==> src/rtl/user_io_term_bridge_if.sv <==
// Pin bundle between the user project and the fabric switch matrix.
// No logic; master drives UIN/FOUT, slave (the bridge) drives FIN/UOUT.
// Widths follow NUM_CH of the instantiating bridge.
interface user_io_term_bridge_if #(
   parameter int NUM_CH = 20
);
   logic [NUM_CH-1:0] UIN;
   logic [NUM_CH-1:0] FIN;
   logic [NUM_CH-1:0] FOUT;
   logic [NUM_CH-1:0] UOUT;

   modport master (output UIN, output FOUT, input FIN, input UOUT);
   modport slave  (input UIN, input FOUT, output FIN, output UOUT);
endinterface

==> src/rtl/user_io_term_bridge.sv <==
// Top-edge user IO terminal bridge: per-channel bypass/registered/sync/pulse
// input conditioning and optional output register, configured from frame bus.
// Latency 0 (bypass) to SYNC_STAGES(+FILTER_LEN) edges; no backpressure.
// Optional glitch filter on sync/pulse modes: define USER_IO_GLITCH_FILTER_EN.
module user_io_term_bridge #(
   parameter int NUM_CH          = 20,
   parameter int SYNC_STAGES     = 2,
   parameter int FILTER_LEN      = 4,
   parameter int FrameBitsPerRow = 32,
   parameter int MaxFramesPerCol = 20,
   parameter int CFG_FRAME       = 0
) (
   input  logic                       UserCLK,
   input  logic                       Reset,
   user_io_term_bridge_if.slave       io,
   input  logic [FrameBitsPerRow-1:0] FrameData,
   input  logic [MaxFramesPerCol-1:0] FrameStrobe,
   output logic [MaxFramesPerCol-1:0] FrameStrobe_O,
   output logic                       UserCLKo
);
   localparam int CFG_W = 3 * NUM_CH;
   localparam int NCF   = (CFG_W + FrameBitsPerRow - 1) / FrameBitsPerRow;

   // Parameter sanity checks at elaboration
   if (CFG_FRAME + NCF > MaxFramesPerCol) begin : g_err_frames
      $error("user_io_term_bridge: config frames exceed MaxFramesPerCol");
   end
   if (NUM_CH < 1 || NUM_CH > 64) begin : g_err_numch
      $error("user_io_term_bridge: NUM_CH must be 1..64");
   end
   if (SYNC_STAGES < 2) begin : g_err_sync
      $error("user_io_term_bridge: SYNC_STAGES must be >= 2");
   end
   if (FILTER_LEN < 1) begin : g_err_filt
      $error("user_io_term_bridge: FILTER_LEN must be >= 1");
   end

   logic [CFG_W-1:0]                    cfg_q, cfg_d;
   logic [CFG_W-1:0]                    cfg_ld, cfg_wd;
   logic [SYNC_STAGES-1:0][NUM_CH-1:0]  sync_q;
   logic [NUM_CH-1:0]                   reg_q, prev_q, uout_q;
   logic [NUM_CH-1:0]                   s_last, cond, pulse;
   logic [NUM_CH-1:0]                   m_lo, m_hi, oen;

   // Terminal-tile pass-through, independent of reset
   assign FrameStrobe_O = FrameStrobe;
   assign UserCLKo      = UserCLK;

   // Each config bit knows which strobe loads it and which FrameData bit feeds it;
   // bits past CFG_W in the last frame simply have no destination.
   for (genvar gi = 0; gi < CFG_W; gi++) begin : g_cfgmap
      assign cfg_ld[gi] = FrameStrobe[CFG_FRAME + gi / FrameBitsPerRow];
      assign cfg_wd[gi] = FrameData[gi % FrameBitsPerRow];
   end

   assign cfg_d = (cfg_q & ~cfg_ld) | (cfg_wd & cfg_ld);

   // Unpack per-channel mode and output-register enable
   for (genvar gc = 0; gc < NUM_CH; gc++) begin : g_mode
      assign m_lo[gc] = cfg_q[2*gc];
      assign m_hi[gc] = cfg_q[2*gc+1];
   end
   assign oen    = cfg_q[CFG_W-1:2*NUM_CH];
   assign s_last = sync_q[SYNC_STAGES-1];

`ifdef USER_IO_GLITCH_FILTER_EN
   localparam int CW = $clog2(FILTER_LEN + 1);

   for (genvar gc = 0; gc < NUM_CH; gc++) begin : g_filt
      logic [CW-1:0] cnt_q, cnt_d;
      logic          f_q, f_d;

      // Count consecutive disagreeing cycles; adopt s_last once it has held FILTER_LEN edges
      always_comb begin
         cnt_d = '0;
         f_d   = f_q;
         if (s_last[gc] != f_q) begin
            if (cnt_q == CW'(FILTER_LEN - 1)) begin
               f_d = s_last[gc];
            end else begin
               cnt_d = cnt_q + CW'(1);
            end
         end
      end

      // Filter state, cleared by async reset
      always_ff @(posedge UserCLK or posedge Reset) begin
         if (Reset) begin
            cnt_q <= '0;
            f_q   <= 1'b0;
         end else begin
            cnt_q <= cnt_d;
            f_q   <= f_d;
         end
      end

      assign cond[gc] = f_q;
   end
`else
   assign cond = s_last;
`endif

   assign pulse = cond & ~prev_q;

   // Per-channel input mode select; cfg=0 gives pure bypass
   assign io.FIN = (~m_hi & ~m_lo & io.UIN)
                 | (~m_hi &  m_lo & reg_q)
                 | ( m_hi & ~m_lo & cond)
                 | ( m_hi &  m_lo & pulse);

   assign io.UOUT = (oen & uout_q) | (~oen & io.FOUT);

   // Config and conditioning history; history flops run in every mode so a
   // mode switch takes effect on the next edge without a restart
   always_ff @(posedge UserCLK or posedge Reset) begin
      if (Reset) begin
         cfg_q  <= '0;
         sync_q <= '0;
         reg_q  <= '0;
         prev_q <= '0;
         uout_q <= '0;
      end else begin
         cfg_q  <= cfg_d;
         sync_q <= {sync_q[SYNC_STAGES-2:0], io.UIN};
         reg_q  <= io.UIN;
         prev_q <= cond;
         uout_q <= io.FOUT;
      end
   end
endmodule

==> src/flat_wrapper.sv <==
// flat-port wrapper written by rule: the top's interface ports become plain ports
module user_io_term_bridge_flat 
#(
   parameter int NUM_CH          = 20,
   parameter int SYNC_STAGES     = 2,
   parameter int FILTER_LEN      = 4,
   parameter int FrameBitsPerRow = 32,
   parameter int MaxFramesPerCol = 20,
   parameter int CFG_FRAME       = 0
)
  (UserCLK, Reset, FrameData, FrameStrobe, FrameStrobe_O, UserCLKo, io_UIN, io_FOUT, io_FIN, io_UOUT);
  user_io_term_bridge_if #(.NUM_CH(NUM_CH)) io_i ();
  input  logic UserCLK;
  input  logic Reset;
  input  logic [FrameBitsPerRow-1:0] FrameData;
  input  logic [MaxFramesPerCol-1:0] FrameStrobe;
  output logic [MaxFramesPerCol-1:0] FrameStrobe_O;
  output logic UserCLKo;
  input wire logic [$bits(io_i.UIN)-1:0] io_UIN;
  input wire logic [$bits(io_i.FOUT)-1:0] io_FOUT;
  output wire logic [$bits(io_i.FIN)-1:0] io_FIN;
  output wire logic [$bits(io_i.UOUT)-1:0] io_UOUT;
  assign io_i.UIN = io_UIN;
  assign io_i.FOUT = io_FOUT;
  assign io_FIN = io_i.FIN;
  assign io_UOUT = io_i.UOUT;
  user_io_term_bridge #(.NUM_CH(NUM_CH), .SYNC_STAGES(SYNC_STAGES), .FILTER_LEN(FILTER_LEN), .FrameBitsPerRow(FrameBitsPerRow), .MaxFramesPerCol(MaxFramesPerCol), .CFG_FRAME(CFG_FRAME)) u_core (.UserCLK(UserCLK), .Reset(Reset), .io(io_i), .FrameData(FrameData), .FrameStrobe(FrameStrobe), .FrameStrobe_O(FrameStrobe_O), .UserCLKo(UserCLKo));
endmodule
==> config.mk <==
export PLATFORM = sky130hd
export DESIGN_NAME = user_io_term_bridge_flat
export DESIGN_NICKNAME = d
export VERILOG_FILES = /design/src/rtl/user_io_term_bridge_if.sv /design/src/rtl/user_io_term_bridge.sv /design/src/flat_wrapper.sv
export SDC_FILE = /design/constraint.sdc
export NUM_CORES = 1
export LEC_CHECK = 0
export CAP_MARGIN = 40
export CORE_MARGIN = 2
export CORE_UTILIZATION = 40
export DETAILED_ROUTE_END_ITERATION = 7
export GPL_TIMING_DRIVEN = 1
export PLACE_DENSITY = 0.69
export SLEW_MARGIN = 20
export SYNTH_ARGS = -nofsm -noshare
export SYNTH_HDL_FRONTEND = slang
export SYNTH_SLANG_ARGS = --single-unit
==> constraint.sdc <==
create_clock -name UserCLK -period 6.65 [get_ports UserCLK]
set_clock_uncertainty 0.05 [all_clocks]
set_input_delay 0.665 -clock UserCLK [delete_from_list [all_inputs] [get_ports UserCLK]]
set_output_delay 0.665 -clock UserCLK [all_outputs]
set_load 0.02 [all_outputs]
==> results of run 1 <==
==> cell usage after synthesis <==
master and number:
sky130_fd_sc_hd__dfrtp_1 140, sky130_fd_sc_hd__mux2_4 50, sky130_fd_sc_hd__nand2b_1 38, sky130_fd_sc_hd__mux2_2 30
sky130_fd_sc_hd__buf_4 21, sky130_fd_sc_hd__a311oi_1 19, sky130_fd_sc_hd__nor2b_1 19, sky130_fd_sc_hd__nor3_1 19
sky130_fd_sc_hd__buf_6 5, sky130_fd_sc_hd__buf_12 2, sky130_fd_sc_hd__mux2i_1 2, sky130_fd_sc_hd__a21bo_2 1
sky130_fd_sc_hd__inv_1 1
==> per-layer routing <==
metal	vias to the layer above	track usage [%]	wire length [µm]
met5	-	0	0
met2	86	24.7	5240
li1	1434	-	-
met1	1576	19.0	4660
met4	0	5.68	110
met3	11	6.63	578
==> area by class of cell <==
type	count	area, µm²
Tap cell	176	220
Clock inverter	12	169
Inverter	1	8.76
Multi-Input combinational cell	178	1740
Clock buffer	24	542
Fill cell	1095	5940
Timing Repair Buffer	121	1230
Sequential cell	140	3500
==> worst paths after layout <==
path	startpoint	endpoint	slack [ps]	cells after the start
setup / recovery	UserCLK	UserCLKo	1840	3
hold / removal	u_core.cond[11]$_DFF_PP0_	u_core.prev_q[11]$_DFF_PP0_	320	0
setup reg to reg	register	register	5780	1
hold reg to reg	u_core.cond[11]$_DFF_PP0_	u_core.prev_q[11]$_DFF_PP0_	320	0
max in group asynchronous	Reset	asynchronous set/reset pin	4930	4
min in group asynchronous	Reset	asynchronous set/reset pin	560	2
==> cells by family after synthesis <==
| group | share of synthesized area, % |
|---|---|
| simple gates | 8.22 |
| compound gates | 3.21 |
| buf+inv | 4.69 |
| mux | 20.2 |
| flops | 63.7 |
==> through the flow <==
stage / setup WS (ps) / power [µW] / utilization [%] / instances / cell area, µm²
2_1_floorplan: 2180 / 1170 / - / 347 / 5500
3_3_place_gp: 2100 / 1290 / 49.9 / 615 / 6660
3_5_place_dp: 2100 / 1300 / 50.3 / 617 / 6710
4_1_cts: 1840 / 2390 / 55.5 / 652 / 7410
5_1_grt: 1830 / 2460 / 55.5 / 652 / 7410
6_report: 1840 / 2360 / 55.5 / 652 / 7410
==> power groups by stage <==
stage               clock network [µW]  registers, µW  logic, µW
finish                            1100            957        305
CTS                               1120            958        311
global placement                  20.2            967        299
floorplan                         17.6            958        194
global route                      1170            966        327
detailed placement                20.2            971        308
==> summary by stage, run 1 <==
Run status
The flow ran to the end, and the final reports show no timing, DRC or antenna violations.

Power
Of the total power, the share spent switching nets is 22.6%. The analysis attributes to cell leakage a power of 0.00319 µW. In this run, the clock network consumes 46.5% of the power.

The net switching power of the design is 532 µW. The internal power of the cells totals 1830 µW. Combinational cells account for 12.9% of the total power. The power share of the sequential group is 40.6%. Across the VDD grid, the largest voltage drop is 0.174 mV. The total power density per cell area is 318 mW/mm².

Critical path
The most numerous cell type found on the critical path is sky130_fd_sc_hd__clkbuf_16. The cell type group with the largest total delay on the critical path is buffers and inverters. At the worst endpoint, the required time is 5930 ps. The cell type of the slowest stage on the worst timing path is sky130_fd_sc_hd__clkdlybuf4s50_1. The kind of end point of the critical path is an output pin. The number of buffers and inverters on the critical path is 3. In this design, the stage delay of the slowest critical-path cell is 520 ps. Data arrives at the worst endpoint at 4090 ps. Along the worst path, the maximum fanout reaches 2.

The signal on the critical path passes through clkbuf_16, clkbuf_16, clkdlybuf4s50_1. STA classifies the critical path startpoint as a clock port. By startpoint and endpoint, the worst setup path is classified as clock port to output pin.

GRT
The remaining global-route overflow is 0. The via count of the first global-routing pass is 3,476. The number of antenna violations at the first check in global routing came to 0. The first-pass GRT wire length is 17.3 mm. Entering global routing, the biggest net connects 69 pins. Across every metal layer, demand over resource in global routing totals 15.6%.

Synthesis
In the post-synthesis netlist, the biggest area contributors are sky130_fd_sc_hd__dfrtp_1 (64%), sky130_fd_sc_hd__mux2_4 (14%), sky130_fd_sc_hd__mux2_2 (6.1%). The number of synthesis warnings is 0. The share of the synthesized area in the top cell type is 63.7%. The largest total area in the synthesized netlist belongs to sky130_fd_sc_hd__dfrtp_1. Synthesis inferred 140 register bits. In this run, distinct cell masters in the synthesized netlist total 13.

Synthesis handed over a netlist of 347 instances. After synthesis, flip-flops and latches occupy 63.7% of the total area. A synthesized cell averages 15.8 µm². The mapped netlist covers 0.00550 mm². The net count after synthesis is 441.

Drt
The first TritonRoute pass finished after 4 iterations. The routed length per instance is 16.2 µm. For this run, design rule violations remaining after detail routing come to 0. In this run the remaining antenna-violating nets after routing total 0.

The final route contains 3,107 vias. Using the TritonRoute via totals, the vias-per-cell ratio works out to 4.77. The aggregate routed wire length is 10.6 mm. For this block, the initial DRC count from the detailed router was 159.

Die
In this run the standard cell core region covers 0.0133 mm². The die extent in x is 121 µm. The floorplan die height is 121 µm.

The floorplan has 42 rows. The die covers 0.0147 mm². The number of placed I/O pins is 155. The starting utilization of the core area is 41.2%.

STA
In this run the tightest slew margin relative to its limit is 55.4%. Setup total negative slack on the finished layout was measured at 0 ps. The tightest hold margin is 320 ps. At the pin with the least slew margin, the transition time is 668 ps.

The final count of hold timing violations came to 0. The final max-slew violation count was 0. Setup repair after global routing left no endpoint under its margin. Setup violations remaining at the end of the flow were counted as 0.

Final layout
In the layout the commonest cells are sky130_fd_sc_hd__dfrtp_1 (140), sky130_fd_sc_hd__clkdlybuf4s50_1 (116), sky130_fd_sc_hd__mux2_4 (50). The net count of the finished layout is 557. From synthesis to final layout, the design area changed by 34.8%.

In the final layout, the share of cells above drive strength 1 is 25.6%. The commonest non-fill, non-tap cell in the layout is sky130_fd_sc_hd__dfrtp_1. The number of inserted diodes is 0.

Clock network
The clock tree from TritonCTS is done. Gates resized during post-CTS repair numbered 0. The cts-stage hold buffer count is 0.

The clock latency of the later-clocked register in the worst-skew pair is 520 ps. The clock-pin transition on the worst setup and hold timing paths is 60 ps. In this run the post-CTS setup repair buffer count came out at 0.

Placement
The congestion estimate from routability-driven global placement came to 0.705. The count of buffers added on input and output ports is 118. The detailed-placement wirelength estimate is 6.96 mm.

Min path
The min-delay analysis places its worst path in the category register to register.

Job
Across the run, the number of max-cap violations was 0.
Power figures use the tool's default switching activity.
==> inputs of run 2 (changes only) <==
Settings changed: PLACE_DENSITY 0.69 to 0.71.
Clock period 6.65 ns to 3.9 ns, I/O delays scaled along.
==> run 2 against run 1 <==
  * Combinational power grew 69%
  * Non-clock buffer count stayed put
  * Worst setup slack worse by 1100 ps
  * Sequential power rose by 70%
==> summary by stage, run 2 (synthesis results as in run 1) <==
Placement
The weighted congestion reported at the end of routability-driven placement is 0.744. The pre-CTS setup slack is 1000 ps. Including well taps, the total number of placed cells is 617.

The HPWL after detailed placement is 6.90 mm. During placement, the flow inserted port buffers numbering 118.

Critical path
Data on the critical path is required at its endpoint by 3460 ps. The startpoint type of the worst setup path is a clock port. In this run the worst path has a maximum fanout of 2. The arrival time at the worst endpoint is 2720 ps. The logic depth of the worst register-to-register path is 1. In this run the register-to-register setup slack is 3030 ps.

The critical path start-end classification is clock port to output pin. The kind of end point of the critical path is an output pin.

Clock network
The clock tree from TritonCTS is done. The cts-stage hold buffer count is 0. The buffer count from post-CTS setup fixing is 0. At the later pin of the worst-skew pair, clock insertion delay measures 520 ps. After clock tree synthesis, the clock-pin slew on the worst setup and hold paths is 60 ps. The number of gates resized after CTS is 0.

GRT
Entering global routing, the biggest net connects 65 pins. The remaining global-route overflow is 0. In the global route stage, overall resource usage came out at 15.4%. The first global-routing pass estimated 17.2 mm of wire.

The number of antenna violations at the first check in global routing is 0. The via count of the first global-routing pass was 3,408.

Die
The floorplan die height is 121 µm. The overall die area is 0.0147 mm². The placeable core region is 0.0133 mm².

Once the floorplan was initialized, standard cells occupied 41.2% of the core. The cell row count is 42. The die extent in x is 121 µm. 155 I/O pins were placed.

Final layout
0 antenna diodes ended up in the layout. The number of standard cells in the layout, taps in and fillers out is 651. Compared with the post-synthesis result, the final layout area differs by 32.2%. At the end of the flow, the number of nets in the layout was 557. The commonest non-fill, non-tap cell in the layout is sky130_fd_sc_hd__dfrtp_1. In the layout the commonest cells are sky130_fd_sc_hd__dfrtp_1 (140), sky130_fd_sc_hd__clkdlybuf4s50_1 (116), sky130_fd_sc_hd__mux2_4 (50). The fraction of final layout cells sized beyond drive strength 1 is 25.1%.

STA
Headroom to the max-slew limit came out at 54.9%. Once routing completed, OpenROAD measured the worst setup slack at 736 ps. The tightest hold margin is 224 ps.

The slew of the pin with the lowest slew margin is 676 ps. The final max-slew violation count is 0. Setup repair after global routing left no endpoint under its margin. Adding up every negative setup slack in the final design gives 0 ps. The final count of hold timing violations is 0. The count of endpoints failing setup in the final report is 0.

Drt
The number of iterations in the first detailed-routing pass is 4. Summed over all layers, the routed wires come to 10.5 mm. The total DRC errors in the routed layout is 0. The number of vias per cell is 4.86. The count of nets left with antenna violations after detail routing is 0. In the final routed layout, each cell accounts on average for 16.1 µm.

After the first detailed-routing iteration, the DRC count stood at 71. The via count of the routed design is 3,162.

Power
The leakage power summed over all cells is 0.00313 µW. The worst-case IR drop observed on VDD is 0.248 mV. The total power density per cell area is 513 mW/mm².

Job
The max-capacitance violation count is 0.

Run status
The run finished with clean final reports.

Min path
The worst hold-check path type is input pin to asynchronous set/reset pin.
[run 2: changes by cell type in the layout (fill, tap and decap cells not counted), sizes merged]
cell / before / now
clkinv: 6 / 8
clkbuf: 23 / 25
inv: 1 / 0
bufinv: 4 / 0
[run 2: layout make-up]
| type | count | area, µm² |
|---|---|---|
| Sequential cell | 140 | 3500 |
| Clock inverter | 9 | 47.5 |
| Tap cell | 176 | 220 |
| Timing Repair Buffer | 121 | 1200 |
| Multi-Input combinational cell | 178 | 1740 |
| Clock buffer | 26 | 549 |
| Inverter | 1 | 7.51 |
| Fill cell | 1121 | 6080 |
[run 2: per-stage QoR]
stage               power (µW)  util, %  instance area [µm²]
finish                    3730     54.5                 7270
global route              3900     54.5                 7270
CTS                       3780     54.5                 7270
detailed placement        2210     50.1                 6680
global placement          2200     50.1                 6680
floorplan                 1990        -                 5500
[run 2: routing by layer]
layer	share of wire (%)	global-route usage, %	wire [µm]
met1	44	19.2	4560
met2	49	24.3	5180
met3	5.0	4.79	522
met4	2.0	7.40	214
met5	0	0	0
[run 2: worst max path at each step]
stage | from | endpoint | slack (ps) | cells after the start
after detailed placement | UserCLK | UserCLKo | 1000 | 1
final | UserCLK | UserCLKo | 740 | 3
after CTS | UserCLK | UserCLKo | 730 | 3
after floorplan | UserCLK | UserCLKo | 1380 | 1
after global routing | UserCLK | UserCLKo | 720 | 3
after global placement | UserCLK | UserCLKo | 1000 | 1
[run 2: power breakdown]
part	switching, µW	internal, µW	leakage (µW)
Sequential	74.8	1560	0.00163
Clock	599	979	0.000300
Combinational	208	309	0.00119
[run 2: critical path, cell delays in order]
cell	delay (ps)
sky130_fd_sc_hd__clkbuf_16	120
sky130_fd_sc_hd__clkbuf_16	120
sky130_fd_sc_hd__clkdlybuf4s50_1	530
==> inputs of run 3 (changes only) <==
Settings changed: PLACE_DENSITY 0.71 to 0.69.
Clock period 3.9 ns to 3 ns, I/O delays scaled along.
==> run 3 against run 2 <==
  * Power rose by 39%
  * Clock power grew 50%
  * Global-route usage barely moved
  * Routed wire length up 0.69%
  * Die area unchanged
  * Utilization rose by 0.84 points
  * Non-clock buffer count unchanged
  * First-iteration DRC count is 110% higher
  * Combinational power increased by 31%
  * Design area up 1.5%
  * Sequential power increased by 30%
  * Critical path type unchanged
==> summary by stage, run 3 (synthesis results as in run 1) <==
Placement
The count of input and output buffers is 118. The detailed-placement wirelength estimate is 7.05 mm. The post-placement cell count is 617.

At the end of routability-driven placement, the weighted congestion stood at 0.708.

Critical path
Data on the critical path is required at its endpoint by 2650 ps. Following the worst setup path forward leads to its endpoint at UserCLKo. The cell type of the slowest stage on the worst timing path is sky130_fd_sc_hd__clkdlybuf4s50_1. Setup slack on the worst reg-to-reg path comes out at 2120 ps. The most critical setup path has its startpoint at UserCLK. In this design, the stage delay of the slowest critical-path cell is 530 ps. The worst setup path is launched from a clock port. The maximum fanout encountered on the critical timing path is 2. On the critical path the largest part of the delay comes from buffers and inverters. The most frequent cell on the critical path is sky130_fd_sc_hd__clkbuf_16. The logic depth of the worst register-to-register path is 1. The worst setup path is captured at an output pin. The number of logic stages on the critical path including buffering is 3. Together, buffers and inverters on the worst path number 3. The critical path start-end classification is clock port to output pin.

The arrival time at the worst endpoint is 2270 ps. Traced cell by cell, the critical path runs through clkbuf_16, clkbuf_16, clkdlybuf4s50_1.

STA
Setup total negative slack on the finished layout was measured at 0 ps. For the pin with the worst max-slew slack, the measured transition is 684 ps. Setup violations remaining at the end of the flow were counted as 0. The final count of hold timing violations is 0. The worst max-slew margin expressed relative to the limit is 54.4%. The final max-slew violation count is 0. Setup repair after global routing left no endpoint under its margin.

Die
During I/O placement, the number of pins put on the boundary was 155. From left edge to right edge, the die measures 121 µm. The die covers 0.0147 mm². The placeable core region is 0.0133 mm². The initialized floorplan defines 42 standard-cell rows. The starting utilization of the core area is 41.2%. The floorplan die height is 121 µm.

Drt
The number of iterations in the first detailed-routing pass is 4. The routed layout has 3,080 vias. The total DRC errors in the routed layout is 0.

The routed length per instance is 16.2 µm. The aggregate routed wire length is 10.6 mm. The number of vias per cell is 4.72. The detail route stage leaves a number of antenna-violating nets equal to 0. The detailed router finished its first iteration with 150 violations.

Min path
The worst hold-check path type is input pin to asynchronous set/reset pin.

Clock network
The cts-stage hold buffer count is 0. Once the clock tree was built, the setup fixing pass inserted 0 buffers. TritonCTS built the clock tree. Clock-pin slew was measured on the worst setup and hold paths at 60 ps. Clock latency on the worst-skew pair, taken at its later pin, is 520 ps. The number of gates resized after CTS is 0.

Final layout
The number of standard cells in the layout, taps in and fillers out is 652. The number of inserted diodes is 0. The library cell used most frequently in the layout, excluding fill and tap cells, is sky130_fd_sc_hd__dfrtp_1. The final layout contains 557 nets.

Relative to the synthesized area, the layout overhead comes to 34.3%. In the layout the commonest cells are sky130_fd_sc_hd__dfrtp_1 (140), sky130_fd_sc_hd__clkdlybuf4s50_1 (116), sky130_fd_sc_hd__mux2_4 (50). The core utilization of the finished layout is 55.3%. The fraction of final layout cells sized beyond drive strength 1 is 25.6%.

GRT
The via count of the first global-routing pass is 3,540. The number of antenna violations at the first check in global routing is 0. The first-pass GRT wire length is 17.4 mm. The remaining global-route overflow is 0. In the global route stage, overall resource usage came out at 15.4%. Entering global routing, the biggest net connects 86 pins.

Power
The clock network accounts for 45.9% of the total power. Summed over all cells, the static leakage comes to 0.00317 µW. The post-route total power is 5170 µW. The internal power of the cells totals 3990 µW.

Dividing total power by cell area gives a power density of 700 mW/mm². For this design the total switching power over the nets is 1180 µW. The peak supply drop is 0.439 mV.

The switching fraction of total power is 22.8%. Registers are responsible for 41.0% of the overall power. The share of total power dissipated in combinational logic is 13.0%.

Job
The max-capacitance violation count is 0.

Run status
The run finished with clean final reports.
[run 3: changes by cell type in the layout (fill, tap and decap cells not counted)]
cell	delta
sky130_fd_sc_hd__buf_12	+1
sky130_fd_sc_hd__clkbuf_1	-2
sky130_fd_sc_hd__buf_4	-1
sky130_fd_sc_hd__clkinv_4	+1
sky130_fd_sc_hd__clkinv_2	-4
sky130_fd_sc_hd__clkbuf_8	+1
sky130_fd_sc_hd__bufinv_16	+3
sky130_fd_sc_hd__clkinvlp_4	+2
[run 3: worst min path at each step]
stage	start	end	cells after the start
2_1_floorplan	io_UIN[0]	u_core.sync_q[0]$_DFF_PP0_	0
3_3_place_gp	u_core.cond[11]$_DFF_PP0_	u_core.prev_q[11]$_DFF_PP0_	0
3_5_place_dp	u_core.cond[11]$_DFF_PP0_	u_core.prev_q[11]$_DFF_PP0_	0
4_1_cts	io_FOUT[12]	u_core.uout_q[12]$_DFF_PP0_	1
5_1_grt	io_FOUT[14]	u_core.uout_q[14]$_DFF_PP0_	1
6_report	Reset	u_core.uout_q[1]$_DFF_PP0_	3
[run 3: layout make-up]
cell class | instances | area [µm²]
fill | 1104 | 5970
sequential | 140 | 3500
multi-input combinational | 178 | 1740
timing repair buffer | 121 | 1220
clock buffer | 25 | 556
tap | 176 | 220
clock inverter | 11 | 141
inverter | 1 | 7.51
[run 3: worst min-delay path, stage by stage]
cell                              delay [ps]
sky130_fd_sc_hd__clkdlybuf4s50_1         440
sky130_fd_sc_hd__clkinvlp_4              130
sky130_fd_sc_hd__buf_12                  280
[run 3: per-stage QoR]
stage                     setup slack [ps]  cell area (µm²)  hold WS, ps
final                                  378             7380          191
after global routing                   366             7380          175
after CTS                              373             7380          171
after detailed placement               642             6690          308
after global placement                 642             6690          301
after floorplan                        901             5500          281
[run 3: power by group through the flow]
stage	Combinational, µW	Sequential [µW]	Clock, µW
2_1_floorplan	431	2120	38.9
3_3_place_gp	670	2140	44.8
3_5_place_dp	681	2150	44.8
4_1_cts	686	2120	2430
5_1_grt	724	2140	2530
6_report	674	2120	2370
[run 3: per-layer routing]
metal	routed length (µm)	GRT usage (%)
met5	0	0
met4	95	5.32
met3	608	6.30
met2	5210	24.3
met1	4640	19.3
==> RTL edit 1 (config.mk and constraints of run 1) <==
Add a define of `USER_IO_GLITCH_FILTER_EN`.
--- a/src/rtl/user_io_term_bridge.sv
+++ b/src/rtl/user_io_term_bridge.sv
@@ -2,6 +2,8 @@
 // input conditioning and optional output register, configured from frame bus.
 // Latency 0 (bypass) to SYNC_STAGES(+FILTER_LEN) edges; no backpressure.
 // Optional glitch filter on sync/pulse modes: define USER_IO_GLITCH_FILTER_EN.
+`define USER_IO_GLITCH_FILTER_EN
+
 module user_io_term_bridge #(
    parameter int NUM_CH          = 20,
    parameter int SYNC_STAGES     = 2,
Function: changed (a bounded check fails within 4 cycles, from zero or initial values and one cycle with Reset high).
==> RTL edit 1 against run 1 <==
Area after synthesis up 58%; worst setup slack about the same; sequential cell count up 80; clock power up 26%; wire length up 51%; total power up 69%; die area up 56%; hold slack better by 0.0038 ns; synthesized cell count up 63%; final cell count up 51%; final area up 47%; sequential share of layout area up 3.2 points.
==> RTL edit 1: results <==
set metrics [dict create \
    dpl.cell_count 939 \
    worstMarginPinSlew_ns 0.735 \
    ys_seq_area_frac 0.635 \
    final_nets 808 \
    track_usage 0.149 \
    synth_cell_types 16 \
    status "completed" \
    insertion_delay_ns 0.61 \
    multiInputGateArea_sq_um 2910 \
    fin_cells 985 \
    synth_compound_area_frac 0.0203 \
    rr_endpoint "u_core.g_filt[2].f_q" \
    drive_above_1_share 0.207 \
    vias 4770 \
    nFillCells 1742 \
    reg2reg_slack_ns 5.33 \
    post_cts_buffers 0 \
    wl_per_cell_um 16.2 \
    ys_top_cells_by_area "dfrtp_1, mux2_4, mux2_2, nor2b_1, nor3b_1" \
    ff2ff_path_depth 3 \
    postPlaceCellArea_sq_um 10000 \
    gp_congestion 0.757 \
    syn_avg_cell_area_sq_um 15.3 \
    synth_xor_xnor_area_share 0.0202 \
    drt_iter0_drc 154 \
    grt_max_degree 68 \
    dp_hpwl_um 10900 \
    synth.mux.area_fraction 0.154 \
    synth_top_cells_by_count "dfrtp_1, mux2_2, mux2_4" \
    synth_adder_area_share 0.0289 \
]
## RTL edit 1: worst min path at each step
stage	startpoint	endpoint	cells past startpoint	slack [ns]
after floorplan	u_core.sync_q[4]	u_core.s_last[4]	0	0.30
after global placement	u_core.sync_q[12]	u_core.s_last[12]	0	0.31
after detailed placement	u_core.sync_q[1]	u_core.s_last[1]	0	0.31
after CTS	u_core.sync_q[17]	u_core.s_last[17]	0	0.33
after global routing	u_core.sync_q[17]	u_core.s_last[17]	0	0.33
final	u_core.sync_q[17]	u_core.s_last[17]	0	0.32
## RTL edit 1: logic make-up (layout without fill, tap and decap cells)
logic type               Yosys count  in the layout
buffers and inverters             29            172
AND/OR/NAND/NOR                  156            156
adder cells (fa/ha/maj)           20             20
XOR/XNOR                          20             20
flip-flops                       220            220
AO/OA/AOI/OAI                     20             20
multiplexers                     102            102
## RTL edit 1: worst max-delay path, cell delays in order
cell and delay [ns]:
clkbuf_16 0.12, clkbuf_16 0.13, clkdlybuf4s50_1 0.52
## RTL edit 1: area by class of cell
type / count / area share
clock buffers: 40 / 0.0699
clock inverters: 6 / 0.00735
inverters: 1 / 0.000689
multi-input cells: 318 / 0.267
flip-flops and latches: 220 / 0.505
well taps: 275 / 0.0316
repair buffers: 125 / 0.119
## RTL edit 1: per-layer routing
layer | track usage | wire [um]
met3 | 0.0422 | 899
met2 | 0.252 | 8040
met5 | 0 | 0
met1 | 0.181 | 6670
met4 | 0.0537 | 346
## RTL edit 1: report_power, final
group	leakage (nW)	switching, W	total (W)	internal (W)
combinational	1.71	0.000349	0.000813	0.000464
sequential	2.68	0.000181	0.00180	0.00161
clock	0.412	0.000522	0.00139	0.000864
total	4.80	0.00105	0.00399	0.00294
==> RTL edit 2 (config.mk and constraints of run 1) <==
Without the edit above. Put a register stage on the output `FrameStrobe_O`, cleared by the reset. The value now appears one clock later. The other outputs are not delayed to match.
--- a/src/rtl/user_io_term_bridge.sv
+++ b/src/rtl/user_io_term_bridge.sv
@@ -43,7 +43,13 @@
    logic [NUM_CH-1:0]                   m_lo, m_hi, oen;
 
    // Terminal-tile pass-through, independent of reset
-   assign FrameStrobe_O = FrameStrobe;
+   always_ff @(posedge UserCLK or posedge Reset) begin
+      if (Reset) begin
+         FrameStrobe_O <= '0;
+      end else begin
+         FrameStrobe_O <= FrameStrobe;
+      end
+   end
    assign UserCLKo      = UserCLK;
 
    // Each config bit knows which strobe loads it and which FrameData bit feeds it;
Function: changed (Yosys sat finds a counterexample within 4 cycles, from zero or initial values and one cycle with Reset high).
==> RTL edit 2 against run 1 <==
Sequential cell count grew 20; worst setup slack lost 0.0015 ns; count of clock-buffer cells in the layout shrank 3; sequential power grew 14%; area after synthesis grew 6.4%; global-route usage grew 0.24 points; final area grew 11%; wire length grew 8.9%; total power grew 4.5%; critical path type unchanged; largest power group is now registers.
==> RTL edit 2: results <==
set metrics [dict create \
    status "completed" \
    antenna_found_initial 0 \
    syn_inst 349 \
    yosys_warnings 0 \
    wl_met3_um 788 \
    post_cts_buffers 0 \
    clockPowerShare 0.423 \
    ys_top_cells_by_area "dfrtp_1, mux2_4, mux2_2, nand2b_1, a311oi_1" \
    dr_wl_met2_um 5540 \
    ff2ff_path_depth 1 \
    dpl.cell_count 682 \
    hold_path.class "flop to flop" \
    vdd_ir_drop_max_v 0.000253 \
    io_buffers 154 \
    cts-resized-gates 0 \
    gp_congestion 0.742 \
    grtUsageMet3 0.0655 \
    hold_path_depth 0 \
    ys_seq_area_frac 0.684 \
    drt_first_pass_iters 4 \
    synth_cell_types 11 \
    arrival_ns 4.09 \
    reg2reg_slack_ns 5.77 \
    grt_first_pass_wirelength_um 19300 \
    synth_ff_type "dfrtp_1" \
    diodes 0 \
    clk_pin_slew_ns 0.07 \
    min_to "u_core.prev_q[16]" \
    m1WireLength_um 5020 \
    p_leak_nw 3.52 \
    grt_use_met1 0.196 \
    dp_hpwl_um 7730 \
    synth_top_cells_by_count "dfrtp_1, mux2_4, nand2b_1" \
    grtUsageMet2 0.245 \
    syn_nets 443 \
    track_usage 0.158 \
    drive_above_1_share 0.227 \
    pwr-share-seq 0.440 \
    powerDensity_nw_per_um2 300 \
    drt_iter0_drc 131 \
    vias_per_cell 4.76 \
    wl_per_cell_um 16.1 \
    vias 3416 \
    slew_headroom 0.506 \
    final_nets 614 \
    p_int_w 0.00183 \
    synth_async_sr_flop_share 1.00 \
    grt_pass1_vias 3835 \
    grt_max_degree 86 \
    insertion_delay_ns 0.54 \
    min_from "u_core.cond[16]" \
]
-- RTL edit 2: cell types whose count changed in the layout (fill, tap and decap cells not counted), sizes merged, moves of 2 or more --
cell           change
clkbuf             -3
clkinv             -3
inv               +10
bufinv             -4
dfrtp             +20
mux2i              -2
clkdlybuf4s50     +36
nand2b             +2
-- RTL edit 2: critical path, cell delays in order --
cell and delay (ns):
clkbuf_16 0.12, clkbuf_16 0.13, clkdlybuf4s50_1 0.52
-- RTL edit 2: logic make-up after synthesis --
| logic type | Yosys count | share of synthesized area |
|---|---|---|
| DFF | 160 | 0.684 |
| muxes | 80 | 0.186 |
| and+or+nand+nor | 80 | 0.0813 |
| AOI/OAI and AO/OA | 20 | 0.0299 |
| buffers and inverters | 9 | 0.0184 |
-- RTL edit 2: layout make-up --
cell class                      instances  area, sq um
Multi-Input combinational cell        180         1740
Inverter                                1         8.76
Clock buffer                           21          510
Sequential cell                       160         4000
Fill cell                            1160         6200
Clock inverter                         15          144
Timing Repair Buffer                  156         1590
Tap cell                              184          230
-- RTL edit 2: worst max path at each step --
stage / start / to / slack (ns)
floorplan: Reset / asynchronous set/reset pin / 1.62
global placement: UserCLK / UserCLKo / 2.10
detailed placement: UserCLK / UserCLKo / 2.10
CTS: UserCLK / UserCLKo / 1.83
global route: UserCLK / UserCLKo / 1.82
finish: UserCLK / UserCLKo / 1.84
-- RTL edit 2: through the flow --
stage / worst slack (ns) / util / hold WS (ns) / cell area [sq um]
2_1_floorplan: 1.62 / - / 0.304 / 5850
3_3_place_gp: 2.10 / 0.521 / 0.306 / 7520
3_5_place_dp: 2.10 / 0.525 / 0.310 / 7580
4_1_cts: 1.83 / 0.570 / 0.324 / 8220
5_1_grt: 1.82 / 0.570 / 0.335 / 8220
6_report: 1.84 / 0.570 / 0.321 / 8220
